### config.mk
export PLATFORM = sky130hd
export DESIGN_NAME = iis_write_logic
export DESIGN_NICKNAME = d
export VERILOG_FILES = /design/src/rtl/iis_pkg.sv /design/src/rtl/iis_clk_gen.sv /design/src/rtl/iis_write_logic.sv
export SDC_FILE = /design/constraint.sdc
export NUM_CORES = 1
export LEC_CHECK = 0
export ABC_AREA = 1
export CAP_MARGIN = 20
export CORE_ASPECT_RATIO = 0.6
export CORE_MARGIN = 1.5
export CORE_UTILIZATION = 35
export DETAILED_ROUTE_END_ITERATION = 16
export PLACE_DENSITY = 0.64
export SETUP_SLACK_MARGIN = 0.5
export SLEW_MARGIN = 30
export SYNTH_ARGS = -nofsm -noshare
export SYNTH_HDL_FRONTEND = slang
export SYNTH_SLANG_ARGS = --single-unit
### constraint.sdc
create_clock -name clk_100m -period 5 [get_ports clk_100m]
set_clock_uncertainty 0.05 [all_clocks]
set_input_delay 0.75 -clock clk_100m [delete_from_list [all_inputs] [get_ports clk_100m]]
set_output_delay 0.75 -clock clk_100m [all_outputs]
set_load 0.02 [all_outputs]
### src/rtl/iis_pkg.sv
// Shared I2S definitions: frame geometry and FSM encoding.
// Used by both the transmitter and the receiver.
package iis_pkg;

  localparam int DATA_BIT  = 24;
  localparam int SLOT_BITS = 32;
  localparam int BCLK_DIV  = 32;
  localparam int FRAME_DIV = 2048;

  localparam int TICK_W = $clog2(FRAME_DIV);
  localparam int BCLK_W = $clog2(BCLK_DIV);
  localparam int SLOT_W = $clog2(SLOT_BITS);

  typedef enum logic [1:0] {
    WAIT_FRAME = 2'd0,
    TX_LEFT    = 2'd1,
    TX_RIGHT   = 2'd2
  } iis_state_e;

endpackage

### src/rtl/iis_clk_gen.sv
// I2S timing generator: one free-running tick counter that yields
// bclk, lrclk, edge strobes and the slot about to start.
module iis_clk_gen
  import iis_pkg::*;
(
  input  logic              clk,
  input  logic              rst,
  output logic              bclk,
  output logic              lrclk,
  output logic              bclk_fall,
  output logic              frame_start,
  output logic              half_start,
  output logic [SLOT_W-1:0] slot_nxt,
  output logic              half_nxt
);

  logic [TICK_W-1:0] tick_q;
  logic [TICK_W-1:0] tick_d;

  // counter simply wraps at the frame length
  always_comb begin
    tick_d = tick_q + 1'b1;
  end

  // tick register
  always_ff @(posedge clk or posedge rst) begin
    if (rst) begin
      tick_q <= '0;
    end else begin
      tick_q <= tick_d;
    end
  end

  assign bclk        = tick_q[BCLK_W-1];
  assign lrclk       = tick_q[TICK_W-1];
  assign bclk_fall   = &tick_q[BCLK_W-1:0];
  assign frame_start = &tick_q;
  assign half_start  = (&tick_q[TICK_W-2:0]) & ~tick_q[TICK_W-1];
  assign slot_nxt    = tick_d[BCLK_W +: SLOT_W];
  assign half_nxt    = tick_d[TICK_W-1];

endmodule

### src/rtl/iis_write_logic.sv
// I2S transmitter: one-deep sample holding register, per-frame
// shift words and serial data aligned to the falling bclk edge.
module iis_write_logic #(
  parameter int DATA_BIT  = iis_pkg::DATA_BIT,
  parameter int SLOT_BITS = iis_pkg::SLOT_BITS
) (
  input  logic                clk_100m,
  input  logic                rst,
  input  logic [DATA_BIT-1:0] ldata_i,
  input  logic [DATA_BIT-1:0] rdata_i,
  input  logic                sample_valid,
  output logic                sample_ready,
  output logic                bclk,
  output logic                lrclk,
  output logic                sdata_o,
  output logic                underrun
);
  import iis_pkg::*;

  localparam int SW = $clog2(SLOT_BITS);
  localparam logic [SW-1:0] LAST_SLOT = SW'(DATA_BIT);

  logic bclk_fall;
  logic frame_start;
  logic half_start;
  logic half_nxt;
  logic [SW-1:0] slot_nxt;

  iis_state_e state_q, state_d;

  logic hold_full_q, hold_full_d;
  logic [DATA_BIT-1:0] hold_l_q, hold_l_d;
  logic [DATA_BIT-1:0] hold_r_q, hold_r_d;
  logic [DATA_BIT-1:0] tx_l_q, tx_l_d;
  logic [DATA_BIT-1:0] tx_r_q, tx_r_d;
  logic sdata_q, sdata_d;
  logic underrun_q, underrun_d;
  logic tx_active;
  logic accept;
  logic [DATA_BIT-1:0] word;
  logic [DATA_BIT-1:0] shifted;

  iis_clk_gen u_clk_gen (
    .clk         (clk_100m),
    .rst         (rst),
    .bclk        (bclk),
    .lrclk       (lrclk),
    .bclk_fall   (bclk_fall),
    .frame_start (frame_start),
    .half_start  (half_start),
    .slot_nxt    (slot_nxt),
    .half_nxt    (half_nxt)
  );

  assign sample_ready = ~hold_full_q;
  assign accept       = sample_valid & ~hold_full_q;

  // frame load empties the holder; a same-cycle accept refills it
  always_comb begin
    hold_full_d = hold_full_q;
    hold_l_d    = hold_l_q;
    hold_r_d    = hold_r_q;
    tx_l_d      = tx_l_q;
    tx_r_d      = tx_r_q;
    if (frame_start) begin
      tx_l_d      = hold_full_q ? hold_l_q : '0;
      tx_r_d      = hold_full_q ? hold_r_q : '0;
      hold_full_d = 1'b0;
    end
    if (accept) begin
      hold_l_d    = ldata_i;
      hold_r_d    = rdata_i;
      hold_full_d = 1'b1;
    end
  end

  // next-state logic
  always_comb begin
    state_d = state_q;
    unique case (state_q)
      WAIT_FRAME: if (frame_start) state_d = TX_LEFT;
      TX_LEFT:    if (half_start)  state_d = TX_RIGHT;
      TX_RIGHT:   if (frame_start) state_d = TX_LEFT;
      default:    state_d = WAIT_FRAME;
    endcase
  end

  // state-derived outputs; first boundary after reset is not an underrun
  always_comb begin
    tx_active  = 1'b0;
    underrun_d = 1'b0;
    unique case (state_q)
      WAIT_FRAME: tx_active = 1'b0;
      TX_LEFT:    tx_active = 1'b1;
      TX_RIGHT: begin
        tx_active  = 1'b1;
        underrun_d = frame_start & ~hold_full_q;
      end
      default:    tx_active = 1'b0;
    endcase
  end

  // slot 0 is the one-bit delay, then MSB first, then zero padding
  always_comb begin
    word    = half_nxt ? tx_r_q : tx_l_q;
    shifted = word << (slot_nxt - SW'(1));
    sdata_d = sdata_q;
    if (bclk_fall) begin
      sdata_d = tx_active && (slot_nxt != '0) && (slot_nxt <= LAST_SLOT)
                ? shifted[DATA_BIT-1] : 1'b0;
    end
  end

  // state, holder, shift words and registered outputs
  always_ff @(posedge clk_100m or posedge rst) begin
    if (rst) begin
      state_q     <= WAIT_FRAME;
      hold_full_q <= 1'b0;
      hold_l_q    <= '0;
      hold_r_q    <= '0;
      tx_l_q      <= '0;
      tx_r_q      <= '0;
      sdata_q     <= 1'b0;
      underrun_q  <= 1'b0;
    end else begin
      state_q     <= state_d;
      hold_full_q <= hold_full_d;
      hold_l_q    <= hold_l_d;
      hold_r_q    <= hold_r_d;
      tx_l_q      <= tx_l_d;
      tx_r_q      <= tx_r_d;
      sdata_q     <= sdata_d;
      underrun_q  <= underrun_d;
    end
  end

  assign sdata_o  = sdata_q;
  assign underrun = underrun_q;

endmodule

==> impl.org <==
** Final layout
- Core Util, Final :: 42.8%
- Compared with the post-synthesis result, the final layout area differs by 19.7%.
- Non-filler instance count after layout :: 771
- Net count of the finished layout :: 628
- Share of layout cells above drive strength 1 :: 15.2%
- 0 antenna diodes ended up in the layout.

** Detailed routing
- The final layout contains routed wiring with a total length of 11.2 mm.
- Drt via density :: 4.78
- Number of detailed-routing iterations run before antenna repair :: 5
- Dividing the detail-routed wire length by the instance count gives 14.6 µm.
- Overall via count from detail_route :: 3686
- Once detail routing completed, the nets flagged for antenna violations numbered 0.
- In this run, the number of DRC markers left after iteration 0 of detailed routing was 288.
- Residual DRC count :: 0

** Status
- Result of the run :: finished, final reports clean

** Critical path
- Crit path arrival time :: 2.82 ns
- Critical Path, Cell by Cell :: ha_1, nand3_4, nor2_8, xor2_1, inv_1, ha_1, inv_1, nand3_1, nand3_1, nand3_1, nand2_1, nor2_1, nand2_1, nand2_1
- Beginning of the worst register-to-register path :: u_clk_gen.tick_q[0]$_DFF_PP0_
- Worst path required time :: 5.24 ns
- Worst path top cell family by delay :: simple AND/OR/NAND/NOR gates
- The critical path crosses 14 cells after its start point.
- Along the worst path, the maximum fanout reaches 8.
- The worst setup path is launched from a register.
- STA classifies the critical path endpoint as a register.
- Tracing the worst setup path back leads to its startpoint at u_clk_gen.tick_q[0]$_DFF_PP0_.
- Critical path start-end classification :: register to register
- Counting both buffers and inverters, the worst setup path holds a total of 2.
- The slowest stage of the critical path belongs to the cell sky130_fd_sc_hd__ha_1.
- Worst Reg-to-Reg Cells :: 14
- Slowest cell delay on critical path :: 0.46 ns

** Power
- In this run the static leakage power is 0.00290 µW.
- IR analysis of the VDD net gives a maximum drop of 0.141 mV.
- Cell Pwr Density :: 282 nW/µm²
- The completed layout was analyzed and its total power is 1740 µW.

** Clocking
- Count of buffers added by post-CTS timing repair for setup :: 0
- At the later pin of the worst-skew pair, clock insertion delay measures 0.35 ns.
- In this run, CTS created clock tree buffers numbering 9.
- CTS Sinks :: 112
- Clock tree synthesis selected as its root buffer the cell sky130_fd_sc_hd__clkbuf_16.
- TritonCTS built the clock tree.
- CTS-repair resized insts :: 0
- Clk buf depth :: 2
- CTS built an H-tree with a depth of 3.
- The number of hold buffers added after CTS was 0.
- Register clock-pin slew on the reported worst setup and hold paths :: 0.07 ns

** Job
- Max-cap violations in this run came to 0.

** Global routing
- Total routing usage reported by global routing :: 15.4%
- For this run the aggregate overflow at the end of global routing stands at 0.
- Entering global routing, the biggest net connects 81 pins.
- The via count of the first global-routing pass was 3641.
- The first global-routing pass estimated 19.0 mm of wire.
- Initial antenna violation count :: 0

** Timing
- For the finished layout, the period the worst path requires is 2.58 ns.
- At the pin with the least slew margin, the transition time is 0.726 ns.
- The worst pin sits at a relative slew slack of 51.6%.
- Setup-violating endpoint count in the final report :: 0
- The count of endpoints failing hold in the final timing report is 0.
- Across all hold checks on the routed design, the worst slack comes to 0.439 ns.
- Maximum operating frequency :: 0.388 GHz
- The number of pins exceeding their max-slew limit in the final report came to 0.
- Unrepaired setup endpoints after global routing :: false
- Total negative slack for setup checks :: 0 ns
- After layout, the worst path uses 51.6% of the clock period.

** Yosys
- Distinct cell type count after synthesis :: 31
- A synthesized cell averages 9.82 µm².
- After technology mapping, the gate count stands at 526.
- Number of synthesis warnings :: 0
- Nets in the synthesized netlist :: 586
- For this run, the register share of the synthesized area comes to 54.2%.
- Count of state elements after synthesis :: 112
- Cell area after synthesis :: 5170 µm²

** Floorplan
- For this configuration, the core starts out at a cell density of 35.7%.
- The die is 97.1 µm tall.
- Pin placement for this block handled 56 I/O pins.
- Overall die area :: 15500 µm²
- The core region is 14500 µm².
- Number of placement rows :: 34
- From left edge to right edge, the die measures 160 µm.

** Placed design
- Counting tap cells, the placed design contains a total of 755 instances.
- Global placer's final weighted congestion :: 0.795
- Port buffering added 55 buffers.
- The wire-length estimate of the detail-placed layout is 7.90 mm.

** Worst hold path
- Counting instances, the worst hold path has a depth of 2.
- The worst hold path begins at sdata_o$_DFFE_PP0P_.
- The path class of the tightest hold or removal check is register to register.
==> flip-flops by register name, summed over array words and instances, names as in the netlist <==
register,count
state_q,2
tx_l_q,24
underrun,1
hold_r_q,24
sdata_o,1
u_clk_gen.tick_q,11
hold_l_q,24
tx_r_q,24
hold_full_q,1
==> metal layers <==
layer / GRT usage [%] / routed length (µm) / up-vias
li1: - / - / 1809
met1: 24.7 / 6190 / 1774
met2: 20.3 / 4400 / 94
met3: 3.76 / 539 / 9
met4: 3.45 / 93 / 0
met5: 0 / 0 / -
==> where the power goes <==
part | switching [µW] | leakage, µW | internal, µW
logic | 23.9 | 0.00119 | 34.9
registers | 0 | 0.00155 | 905
clock network | 334 | 0.000164 | 446
total | 358 | 0.00290 | 1390
==> synthesized netlist by cell type <==
| library cell | instances | area share [%] |
|---|---|---|
| sky130_fd_sc_hd__dfrtp_1 | 112 | 54 |
| sky130_fd_sc_hd__nand2_1 | 108 | 7.8 |
| sky130_fd_sc_hd__nand3_1 | 76 | 7.4 |
| sky130_fd_sc_hd__o21ai_0 | 51 | 4.9 |
| sky130_fd_sc_hd__mux2_2 | 48 | 10 |
| sky130_fd_sc_hd__inv_1 | 46 | 3.3 |
| sky130_fd_sc_hd__clkbuf_1 | 16 | 1.2 |
| sky130_fd_sc_hd__nor2_1 | 12 | 0.87 |
| sky130_fd_sc_hd__ha_1 | 9 | 2.2 |
| sky130_fd_sc_hd__nand2_2 | 5 | 0.61 |
| sky130_fd_sc_hd__xor2_1 | 5 | 0.85 |
| sky130_fd_sc_hd__buf_2 | 4 | 0.39 |
| sky130_fd_sc_hd__buf_6 | 4 | 0.87 |
| sky130_fd_sc_hd__nand2_4 | 4 | 0.87 |
| sky130_fd_sc_hd__inv_2 | 3 | 0.22 |
| sky130_fd_sc_hd__nand3_4 | 3 | 1.0 |
| sky130_fd_sc_hd__nor3_1 | 3 | 0.29 |
| sky130_fd_sc_hd__a21oi_1 | 2 | 0.19 |
| sky130_fd_sc_hd__buf_4 | 2 | 0.29 |
| sky130_fd_sc_hd__nand3b_1 | 2 | 0.29 |
| sky130_fd_sc_hd__and3_1 | 1 | 0.12 |
| sky130_fd_sc_hd__buf_1 | 1 | 0.073 |
| sky130_fd_sc_hd__nand4_1 | 1 | 0.12 |
| sky130_fd_sc_hd__nor2_2 | 1 | 0.12 |
| sky130_fd_sc_hd__nor2_4 | 1 | 0.22 |
| sky130_fd_sc_hd__nor2_8 | 1 | 0.39 |
| sky130_fd_sc_hd__o211ai_1 | 1 | 0.15 |
| sky130_fd_sc_hd__o21ai_1 | 1 | 0.097 |
| sky130_fd_sc_hd__o31ai_1 | 1 | 0.15 |
| sky130_fd_sc_hd__or2_1 | 1 | 0.12 |
| sky130_fd_sc_hd__xnor2_1 | 1 | 0.17 |
==> kinds of logic after synthesis <==
group / Yosys count / synth area share (%)
AND/OR/NAND/NOR: 219 / 20.2
XOR/XNOR: 6 / 1.02
multiplexers: 48 / 10.5
adder cells (fa/ha/maj): 9 / 2.18
flip-flops: 112 / 54.2
buffers and inverters: 76 / 6.34
AO/OA/AOI/OAI: 56 / 5.52
==> layout make-up <==
| type | instances | area (µm²) |
|---|---|---|
| multi-input combinational | 338 | 2040 |
| timing repair buffer | 58 | 573 |
| inverter | 49 | 189 |
| clock buffer | 9 | 225 |
| clock inverter | 7 | 101 |
| fill | 1389 | 8280 |
| sequential | 112 | 2800 |
| tap | 198 | 248 |
==> per-stage QoR <==
stage	instance area, µm²	worst slack, ns
2_1_floorplan	5170	1.24
3_3_place_gp	5850	2.41
3_5_place_dp	5850	2.40
4_1_cts	6180	2.38
5_1_grt	6180	2.05
6_report	6180	2.42
==> worst paths after layout <==
check	end	slack (ns)
min in group asynchronous	hold_l_q[13]$_DFFE_PP0P_	0.81
min reg2reg	sdata_o$_DFFE_PP0P_	0.44
min	sdata_o$_DFFE_PP0P_	0.44
max in group asynchronous	u_clk_gen.tick_q[0]$_DFF_PP0_	3.13
max reg2reg	sdata_o$_DFFE_PP0P_	2.42
max	sdata_o$_DFFE_PP0P_	2.42
==> worst min-delay path, cell delays in order, from the launching register on <==
cell and delay [ns]:
sky130_fd_sc_hd__dfrtp_1 0.35, sky130_fd_sc_hd__nand2_1 0.06, sky130_fd_sc_hd__nand2_1 0.05
==> cells in the final DEF, fill, tap and decap left out, types with 2 or more instances in the layout <==
cell type,synthesis,layout
sky130_fd_sc_hd__nor2_1,12,12
sky130_fd_sc_hd__nand3_4,3,3
sky130_fd_sc_hd__bufinv_16,0,2
sky130_fd_sc_hd__inv_1,46,45
sky130_fd_sc_hd__nand2_4,4,5
sky130_fd_sc_hd__nand2_1,108,107
sky130_fd_sc_hd__inv_6,0,2
sky130_fd_sc_hd__ha_1,9,9
sky130_fd_sc_hd__nand3b_1,2,2
sky130_fd_sc_hd__o21ai_0,51,51
sky130_fd_sc_hd__nand2_2,5,5
sky130_fd_sc_hd__buf_4,2,3
sky130_fd_sc_hd__nor3_1,3,3
sky130_fd_sc_hd__clkinv_2,0,2
sky130_fd_sc_hd__clkbuf_16,0,9
sky130_fd_sc_hd__clkdlybuf4s50_1,0,55
sky130_fd_sc_hd__dfrtp_1,112,112
sky130_fd_sc_hd__mux2_2,48,48
sky130_fd_sc_hd__a21oi_1,2,2
sky130_fd_sc_hd__inv_2,3,3
sky130_fd_sc_hd__nand3_1,76,76
sky130_fd_sc_hd__inv_8,0,2
sky130_fd_sc_hd__xor2_1,5,5
Power figures use the tool's default switching activity.
